$ cat src/rtl/rip_csr_trap_pkg.sv
// Shared constants and types for the RIP machine-mode CSR / trap block.
//   - CSR addresses (MTVEC, MEPC, MCAUSE, MCYCLE, MCYCLEH)
//   - trap cause codes
//   - csr_op_e : CSR instruction write operation
//   - state_e  : trap sequencer states
//   - csr_apply: computes the new CSR value for a write operation
package rip_const;

  localparam logic [11:0] CSR_MTVEC  = 12'h305;
  localparam logic [11:0] CSR_MEPC   = 12'h341;
  localparam logic [11:0] CSR_MCAUSE = 12'h342;
  localparam logic [11:0] MCYCLE     = 12'hB00;
  localparam logic [11:0] MCYCLEH    = 12'hB80;

  localparam logic [31:0] CAUSE_ILLEGAL_INST = 32'd2;
  localparam logic [31:0] CAUSE_ECALL        = 32'd11;

  typedef enum logic [1:0] {
    NONE = 2'b00,
    RW   = 2'b01,
    RS   = 2'b10,
    RC   = 2'b11
  } csr_op_e;

  typedef enum logic [1:0] {
    IDLE     = 2'd0,
    REDIRECT = 2'd1,
    FLUSH    = 2'd2
  } state_e;

  function automatic logic [31:0] csr_apply(input csr_op_e     op,
                                            input logic [31:0] old_val,
                                            input logic [31:0] wdata);
    case (op)
      RW:      return wdata;
      RS:      return old_val | wdata;
      RC:      return old_val & ~wdata;
      default: return old_val;
    endcase
  endfunction

endpackage

$ cat src/rtl/rip_csr_trap_counter.sv
// 64-bit free-running cycle counter with half-word writes.
// A write to either half replaces that half and suppresses the increment
// for that cycle. Wraps from 2^64-1 to 0.
// Ports:
//   clk, rstn        clock, asynchronous active-low reset
//   wr_lo_i, wr_hi_i write enable for bits [31:0] / [63:32]
//   wdata_i          write data for the selected half
//   count_o          current counter value
module rip_csr_counter (
  input  logic        clk,
  input  logic        rstn,
  input  logic        wr_lo_i,
  input  logic        wr_hi_i,
  input  logic [31:0] wdata_i,
  output logic [63:0] count_o
);

  logic [63:0] count_q;

  always_ff @(posedge clk or negedge rstn) begin
    if (!rstn) begin
      count_q <= '0;
    end else if (wr_lo_i) begin
      count_q[31:0] <= wdata_i;
    end else if (wr_hi_i) begin
      count_q[63:32] <= wdata_i;
    end else begin
      count_q <= count_q + 64'd1;
    end
  end

  assign count_o = count_q;

endmodule

$ cat src/rtl/rip_csr_trap.sv
// Machine-mode CSR file and trap sequencer for the RIP core.
// Executes csrrw/csrrs/csrrc on mtvec/mepc/mcause, takes ecall and
// illegal-instruction traps, executes mret, and issues a registered
// one-cycle PC redirect to fetch followed by a flush window during which
// all requests are ignored.
// Optional feature macro: RIP_CSR_MCYCLE_EN adds a 64-bit mcycle counter
// readable/writable at 0xB00 (low) / 0xB80 (high).
// Ports:
//   clk, rstn                 clock, asynchronous active-low reset
//   csr_en/op/addr/wdata      CSR instruction request
//   csr_rdata                 combinational old value of addressed CSR
//   inst_pc                   PC of the presented instruction
//   ecall, illegal, mret      trap / return requests
//   redirect_valid/pc         registered redirect to fetch
//   busy                      high in REDIRECT/FLUSH, upstream squashes
module rip_csr_trap
  import rip_const::*;
#(
  parameter logic [31:0] RESET_MTVEC  = 32'h0000_0000,
  parameter int unsigned FLUSH_CYCLES = 2
) (
  input  logic        clk,
  input  logic        rstn,
  input  logic        csr_en,
  input  logic [1:0]  csr_op,
  input  logic [11:0] csr_addr,
  input  logic [31:0] csr_wdata,
  output logic [31:0] csr_rdata,
  input  logic [31:0] inst_pc,
  input  logic        ecall,
  input  logic        illegal,
  input  logic        mret,
  output logic        redirect_valid,
  output logic [31:0] redirect_pc,
  output logic        busy
);

  state_e      state_q;
  logic [3:0]  flush_cnt_q;
  logic [31:0] mtvec_q, mepc_q, mcause_q, redirect_pc_q;
  logic        redirect_valid_q, busy_q;

  csr_op_e     op;
  logic        addr_known;
  logic        take_illegal, take_trap, csr_wr;
  logic [31:0] wval_d;

`ifdef RIP_CSR_MCYCLE_EN
  logic [63:0] mcycle;

  rip_csr_counter u_mcycle (
    .clk     (clk),
    .rstn    (rstn),
    .wr_lo_i (csr_wr && (csr_addr == MCYCLE)),
    .wr_hi_i (csr_wr && (csr_addr == MCYCLEH)),
    .wdata_i (wval_d),
    .count_o (mcycle)
  );
`endif

  assign op = csr_op_e'(csr_op);

  // Read mux doubles as the address decoder for illegal-access detection.
  always_comb begin
    csr_rdata  = '0;
    addr_known = 1'b1;
    case (csr_addr)
      CSR_MTVEC:  csr_rdata = mtvec_q;
      CSR_MEPC:   csr_rdata = mepc_q;
      CSR_MCAUSE: csr_rdata = mcause_q;
`ifdef RIP_CSR_MCYCLE_EN
      MCYCLE:     csr_rdata = mcycle[31:0];
      MCYCLEH:    csr_rdata = mcycle[63:32];
`endif
      default:    addr_known = 1'b0;
    endcase
  end

  assign take_illegal = illegal | (csr_en & ~addr_known);
  assign take_trap    = take_illegal | ecall;
  assign csr_wr       = (state_q == IDLE) & csr_en & (op != NONE) & ~take_trap & ~mret;
  assign wval_d       = csr_apply(op, csr_rdata, csr_wdata);

  always_ff @(posedge clk or negedge rstn) begin
    if (!rstn) begin
      state_q          <= IDLE;
      flush_cnt_q      <= '0;
      mtvec_q          <= {RESET_MTVEC[31:2], 2'b00};
      mepc_q           <= '0;
      mcause_q         <= '0;
      redirect_pc_q    <= '0;
      redirect_valid_q <= 1'b0;
      busy_q           <= 1'b0;
    end else begin
      case (state_q)
        IDLE: begin
          if (take_trap) begin
            mepc_q           <= {inst_pc[31:2], 2'b00};
            mcause_q         <= take_illegal ? CAUSE_ILLEGAL_INST : CAUSE_ECALL;
            redirect_pc_q    <= mtvec_q;
            redirect_valid_q <= 1'b1;
            busy_q           <= 1'b1;
            state_q          <= REDIRECT;
          end else if (mret) begin
            redirect_pc_q    <= mepc_q;
            redirect_valid_q <= 1'b1;
            busy_q           <= 1'b1;
            state_q          <= REDIRECT;
          end else if (csr_wr) begin
            case (csr_addr)
              CSR_MTVEC:  mtvec_q  <= {wval_d[31:2], 2'b00};
              CSR_MEPC:   mepc_q   <= {wval_d[31:2], 2'b00};
              CSR_MCAUSE: mcause_q <= wval_d;
              default:    ;
            endcase
          end
        end
        REDIRECT: begin
          redirect_valid_q <= 1'b0;
          if (FLUSH_CYCLES == 0) begin
            busy_q  <= 1'b0;
            state_q <= IDLE;
          end else begin
            flush_cnt_q <= 4'(FLUSH_CYCLES);
            state_q     <= FLUSH;
          end
        end
        FLUSH: begin
          if (flush_cnt_q == 4'd1) begin
            flush_cnt_q <= '0;
            busy_q      <= 1'b0;
            state_q     <= IDLE;
          end else begin
            flush_cnt_q <= flush_cnt_q - 4'd1;
          end
        end
        default: begin
          busy_q  <= 1'b0;
          state_q <= IDLE;
        end
      endcase
    end
  end

  assign redirect_valid = redirect_valid_q;
  assign redirect_pc    = redirect_pc_q;
  assign busy           = busy_q;

endmodule

$ cat config.mk
export PLATFORM = sky130hd
export DESIGN_NAME = rip_csr_trap
export DESIGN_NICKNAME = d
export VERILOG_FILES = /design/src/rtl/rip_csr_trap_pkg.sv /design/src/rtl/rip_csr_trap_counter.sv /design/src/rtl/rip_csr_trap.sv
export SDC_FILE = /design/constraint.sdc
export NUM_CORES = 1
export LEC_CHECK = 0
export CAP_MARGIN = 20
export CORE_AREA = 2 2 115 162
export CTS_BUF_LIST = sky130_fd_sc_hd__clkbuf_8
export CTS_CLUSTER_DIAMETER = 40
export DETAILED_ROUTE_END_ITERATION = 10
export DIE_AREA = 0 0 117 164
export PLACE_DENSITY = 0.73
export SYNTH_ARGS = -nofsm -noshare
export SYNTH_HDL_FRONTEND = slang
export SYNTH_SLANG_ARGS = --single-unit
$ cat constraint.sdc
create_clock -name clk -period 3 [get_ports clk]
set_clock_uncertainty 0.15 [all_clocks]
set_input_delay 0.6 -clock clk [delete_from_list [all_inputs] [get_ports clk]]
set_output_delay 0.6 -clock clk [all_outputs]
set_load 0.05 [all_outputs]
==> summary.json <==
{
  "io-pin-count": {"value": 150},
  "areaGrowthSynthToFinish": {"value": 47.98, "unit": "%"},
  "synthXorXnorAreaFrac": {"value": 4.131, "unit": "%"},
  "die_x": {"value": 117, "unit": "um"},
  "drive_gt1_share": {"value": 24.05, "unit": "%"},
  "numCtsBuffers": {"value": 17},
  "power.density_cell_area": {"value": 577.3, "unit": "mW/mm^2"},
  "timing.fmax": {"value": 338.7, "unit": "MHz"},
  "place.detailed.hpwl": {"value": 15.17, "unit": "mm"},
  "report.final.setup_viol": {"value": 0},
  "synth-edff-count": {"value": 0},
  "synth.distinct_cells": {"value": 46},
  "postSynthCellCount": {"value": 692},
  "compound_gate_fraction_of_synth_area": {"value": 21.41, "unit": "%"},
  "fp.dieH": {"value": 164, "unit": "um"},
  "grt_first_pass_wirelength": {"value": 35.51, "unit": "mm"},
  "yosys.area_share.adder": {"value": 0.8941, "unit": "%"},
  "antenna_found_initial": {"value": 0},
  "worst-endpoint-arrival": {"value": 2.20, "unit": "ns"},
  "power.sequential.fraction": {"value": 38.8, "unit": "%"},
  "detail_route.drc_violations": {"value": 0},
  "fin_setup_tns": {"value": 0, "unit": "ns"},
  "grt_use_total": {"value": 24.31, "unit": "%"},
  "hold_slack": {"value": 0.3305, "unit": "ns"},
  "post-route-min-period": {"value": 2.953, "unit": "ns"},
  "finalMaxSlewViolations": {"value": 0},
  "setup.worst_path.class": {"value": "in2out"},
  "clock_latency": {"value": 0.44, "unit": "ns"},
  "fillCellCount": {"value": 1514},
  "dominant_combinational_cell_family_by_area_after_synthesis": {"value": "compound AO/OA/AOI/OAI gates"},
  "post_synth_and_or_nand_nor_area_fraction": {"value": 13.52, "unit": "%"},
  "post_placement_setup_slack": {"value": -0.3779, "unit": "ns"},
  "total_power": {"value": 5.977, "unit": "mW"},
  "postSynthRegisterBits": {"value": 130},
  "avgSynthCellArea": {"value": 10.11, "unit": "um^2"},
  "fp.dieArea": {"value": 0.01919, "unit": "mm^2"},
  "final_hold_viol_count": {"value": 0},
  "setup_ws": {"value": 0.04728, "unit": "ns"},
  "netlist_top_cells_area": {"value": "dfrtp_1, a22o_1, nand2_1"},
  "holdCritStartpoint": {"value": "redirect_pc[18]"},
  "slew_headroom": {"value": 56.73, "unit": "%"},
  "grt_setup_unrepaired": {"value": "yes"},
  "switching_share_of_power": {"value": 36.39, "unit": "%"},
  "ir_worst_vdd": {"value": 0.3425, "unit": "mV"},
  "crit_path_start_kind": {"value": "input port"},
  "tritoncts": {"value": "done"},
  "finalNonFillerCells": {"value": 1135},
  "gp_congestion": {"value": 0.8356},
  "worstPathMaxFanout": {"value": 5},
  "post-synth-top-area-cell": {"value": "dfrtp_1"},
  "cts.clk_slew.worst_paths": {"value": 0.07, "unit": "ns"},
  "ant_nets": {"value": 0},
  "globalRoute.totalOverflow": {"value": 0},
  "internal_power": {"value": 3.802, "unit": "mW"},
  "cts.sinks": {"value": 130},
  "avgRoutedWirePerCell": {"value": 19.67, "unit": "um"},
  "fin_crit_sh": {"value": 98.42, "unit": "%"},
  "coreArea": {"value": 0.01778, "unit": "mm^2"},
  "synth_commonest_cells": {"value": "dfrtp_1, nand2_1, a22o_1"},
  "std_cell_rows": {"value": 58},
  "drt-initial-drc-count": {"value": 520},
  "critPathCaptureType": {"value": "primary output"},
  "p_sw": {"value": 2.175, "unit": "mW"},
  "drt_pass1_iterations": {"value": 5},
  "critical_path.reg2reg.endpoint": {"value": "mtvec_q[19]"},
  "synth.top_cell.area_share": {"value": 46.49, "unit": "%"},
  "synth.mux.area_fraction": {"value": 9.281, "unit": "%"},
  "numPlacedInstances": {"value": 1090},
  "share_comb_of_total_power": {"value": 37.0, "unit": "%"},
  "floorplan.initialDensity": {"value": 39.35, "unit": "%"},
  "ctsLongestPathBuffers": {"value": 2},
  "first_global_vias": {"value": 6645},
  "worstHoldPathCells": {"value": 2},
  "cts-root-buf": {"value": "clkbuf_8"},
  "synth_sequential_area_ratio": {"value": 46.49, "unit": "%"},
  "post-synth-top-count-cell": {"value": "dfrtp_1"},
  "grt_start_max_net_pins": {"value": 61},
  "yosysWarningCount": {"value": 0},
  "startpoint": {"value": "csr_addr[3]"},
  "synth_ff_type": {"value": "dfrtp_1"},
  "rrSetupSlack": {"value": 0.81, "unit": "ns"},
  "numPortBuffers": {"value": 145},
  "run_status": {"value": "completed"},
  "ys_async_sr_fraction": {"value": 100.0, "unit": "%"},
  "cts.htree.levels": {"value": 4},
  "final_nets": {"value": 970},
  "r2r_cells": {"value": 7},
  "min-delay-path-class": {"value": "reg2reg"},
  "worstPathRequired": {"value": 2.25, "unit": "ns"},
  "total_vias_in_the_final_route": {"value": 6438},
  "share_clk_of_total_power": {"value": 24.2, "unit": "%"},
  "worst_pin_slew": {"value": 0.6491, "unit": "ns"},
  "start_of_the_worst_register_to_register_path": {"value": "state_q[1]"},
  "hold_path_end": {"value": "redirect_pc[18]"},
  "timing.max_cap.violations": {"value": 0},
  "viasPerCell": {"value": 5.672},
  "static-leakage-power": {"value": 4.742, "unit": "nW"},
  "synth_area": {"value": 0.006997, "unit": "mm^2"},
  "drt-total-wl": {"value": 22.33, "unit": "mm"}
}
worst max-delay path by stage:
stage / to / slack, ns
2_1_floorplan: csr_rdata[27] / -0.07
3_3_place_gp: csr_rdata[29] / -0.36
3_5_place_dp: csr_rdata[29] / -0.38
4_1_cts: csr_rdata[22] / 0.002
5_1_grt: csr_rdata[24] / -0.01
6_report: csr_rdata[23] / 0.05
power groups by stage:
stage          registers (mW)  logic [mW]  clock network, mW
2_1_floorplan            2.50        1.08                  0
3_3_place_gp             2.32        2.13                  0
3_5_place_dp             2.33        2.18                  0
4_1_cts                  2.32        2.21               1.48
5_1_grt                  2.36        2.39               1.55
6_report                 2.32        2.21               1.45
placed cells by master, fill, tap and decap left out, drive strengths merged, types with 2 or more instances in the layout:
cell type,synthesis,final
clkdlybuf4s15,0,3
nor4bb,2,2
nor2b,2,2
o21ai,56,56
a2bb2oi,11,11
mux2i,30,30
mux2,31,31
clkdlybuf4s50,0,98
a31oi,2,2
nand3,25,25
a21oi,3,3
clkinvlp,0,2
conb,1,2
inv,8,11
a32oi,20,20
bufinv,0,2
a21o,12,12
dlygate4sd2,0,4
a221o,17,17
a22oi,14,14
xnor2,33,33
clkbuf,46,21
nand4bb,2,2
nor2,13,13
and3,4,4
buf,12,119
dfrtp,130,130
nand2,108,108
clkinv,0,6
and2,31,31
nor3,4,4
ha,5,5
a22o,58,58
layer usage:
metal / vias to the layer above / track usage (%) / wire (um)
met1: 3202 / 30.77 / 8927
met4: 0 / 11.66 / 709
met5: - / 0 / 0
li1: 2901 / - / -
met3: 50 / 3.764 / 1306
met2: 285 / 40.33 / 11380
what timing repair did:
action                                  in CTS  in global routing
hold buffers                                 1                  0
endpoints found under the setup margin      32                 30
gates resized for setup                     83                  8
hold endpoints to repair                    58                  0
gates cloned                                 3                  0
pin swaps                                   20                  4
setup buffers                                6                  2
cell families after synthesis:
kind of cell | count (synthesis)
and+or+nand+nor | 198
AOI/OAI and AO/OA | 198
muxes | 61
buffers and inverters | 66
adders and majority gates | 5
xor gates and xnor gates | 33
DFF | 130
other | 1
final cells by class:
cell class                 count  area, um^2  share of cell area [%]
sequential                   130        3253                   31.42
tap                          240       300.3                   2.900
inverter                       8       30.03                  0.2900
multi-input combinational    497        3795                   36.65
timing repair buffer         227        2591                   25.03
antenna                        1       2.502                 0.02417
clock buffer                  19       261.5                   2.526
clock inverter                13       120.1                   1.160
sequential cells by signal (all words and copies together), names as in the netlist:
| name | cells |
|---|---|
| mcause_q | 32 |
| mepc_q | 30 |
| mtvec_q | 30 |
| redirect_pc | 30 |
| flush_cnt_q | 4 |
| state_q | 2 |
| busy | 1 |
| redirect_valid | 1 |
metrics by stage:
step / instance area (um^2) / utilization, %
after floorplan: 7019 / -
after global placement: 9639 / 54.22
after detailed placement: 9639 / 54.22
after CTS: 10340 / 58.14
after global routing: 10350 / 58.22
final: 10350 / 58.23
critical path, stage by stage:
cell	delay, ns
buf_4	0.13
or4_4	0.57
nor3b_4	0.29
buf_6	0.19
buf_12	0.12
nand2_2	0.06
o21ai_4	0.08
buf_12	0.16
Power figures use the tool's default switching activity.
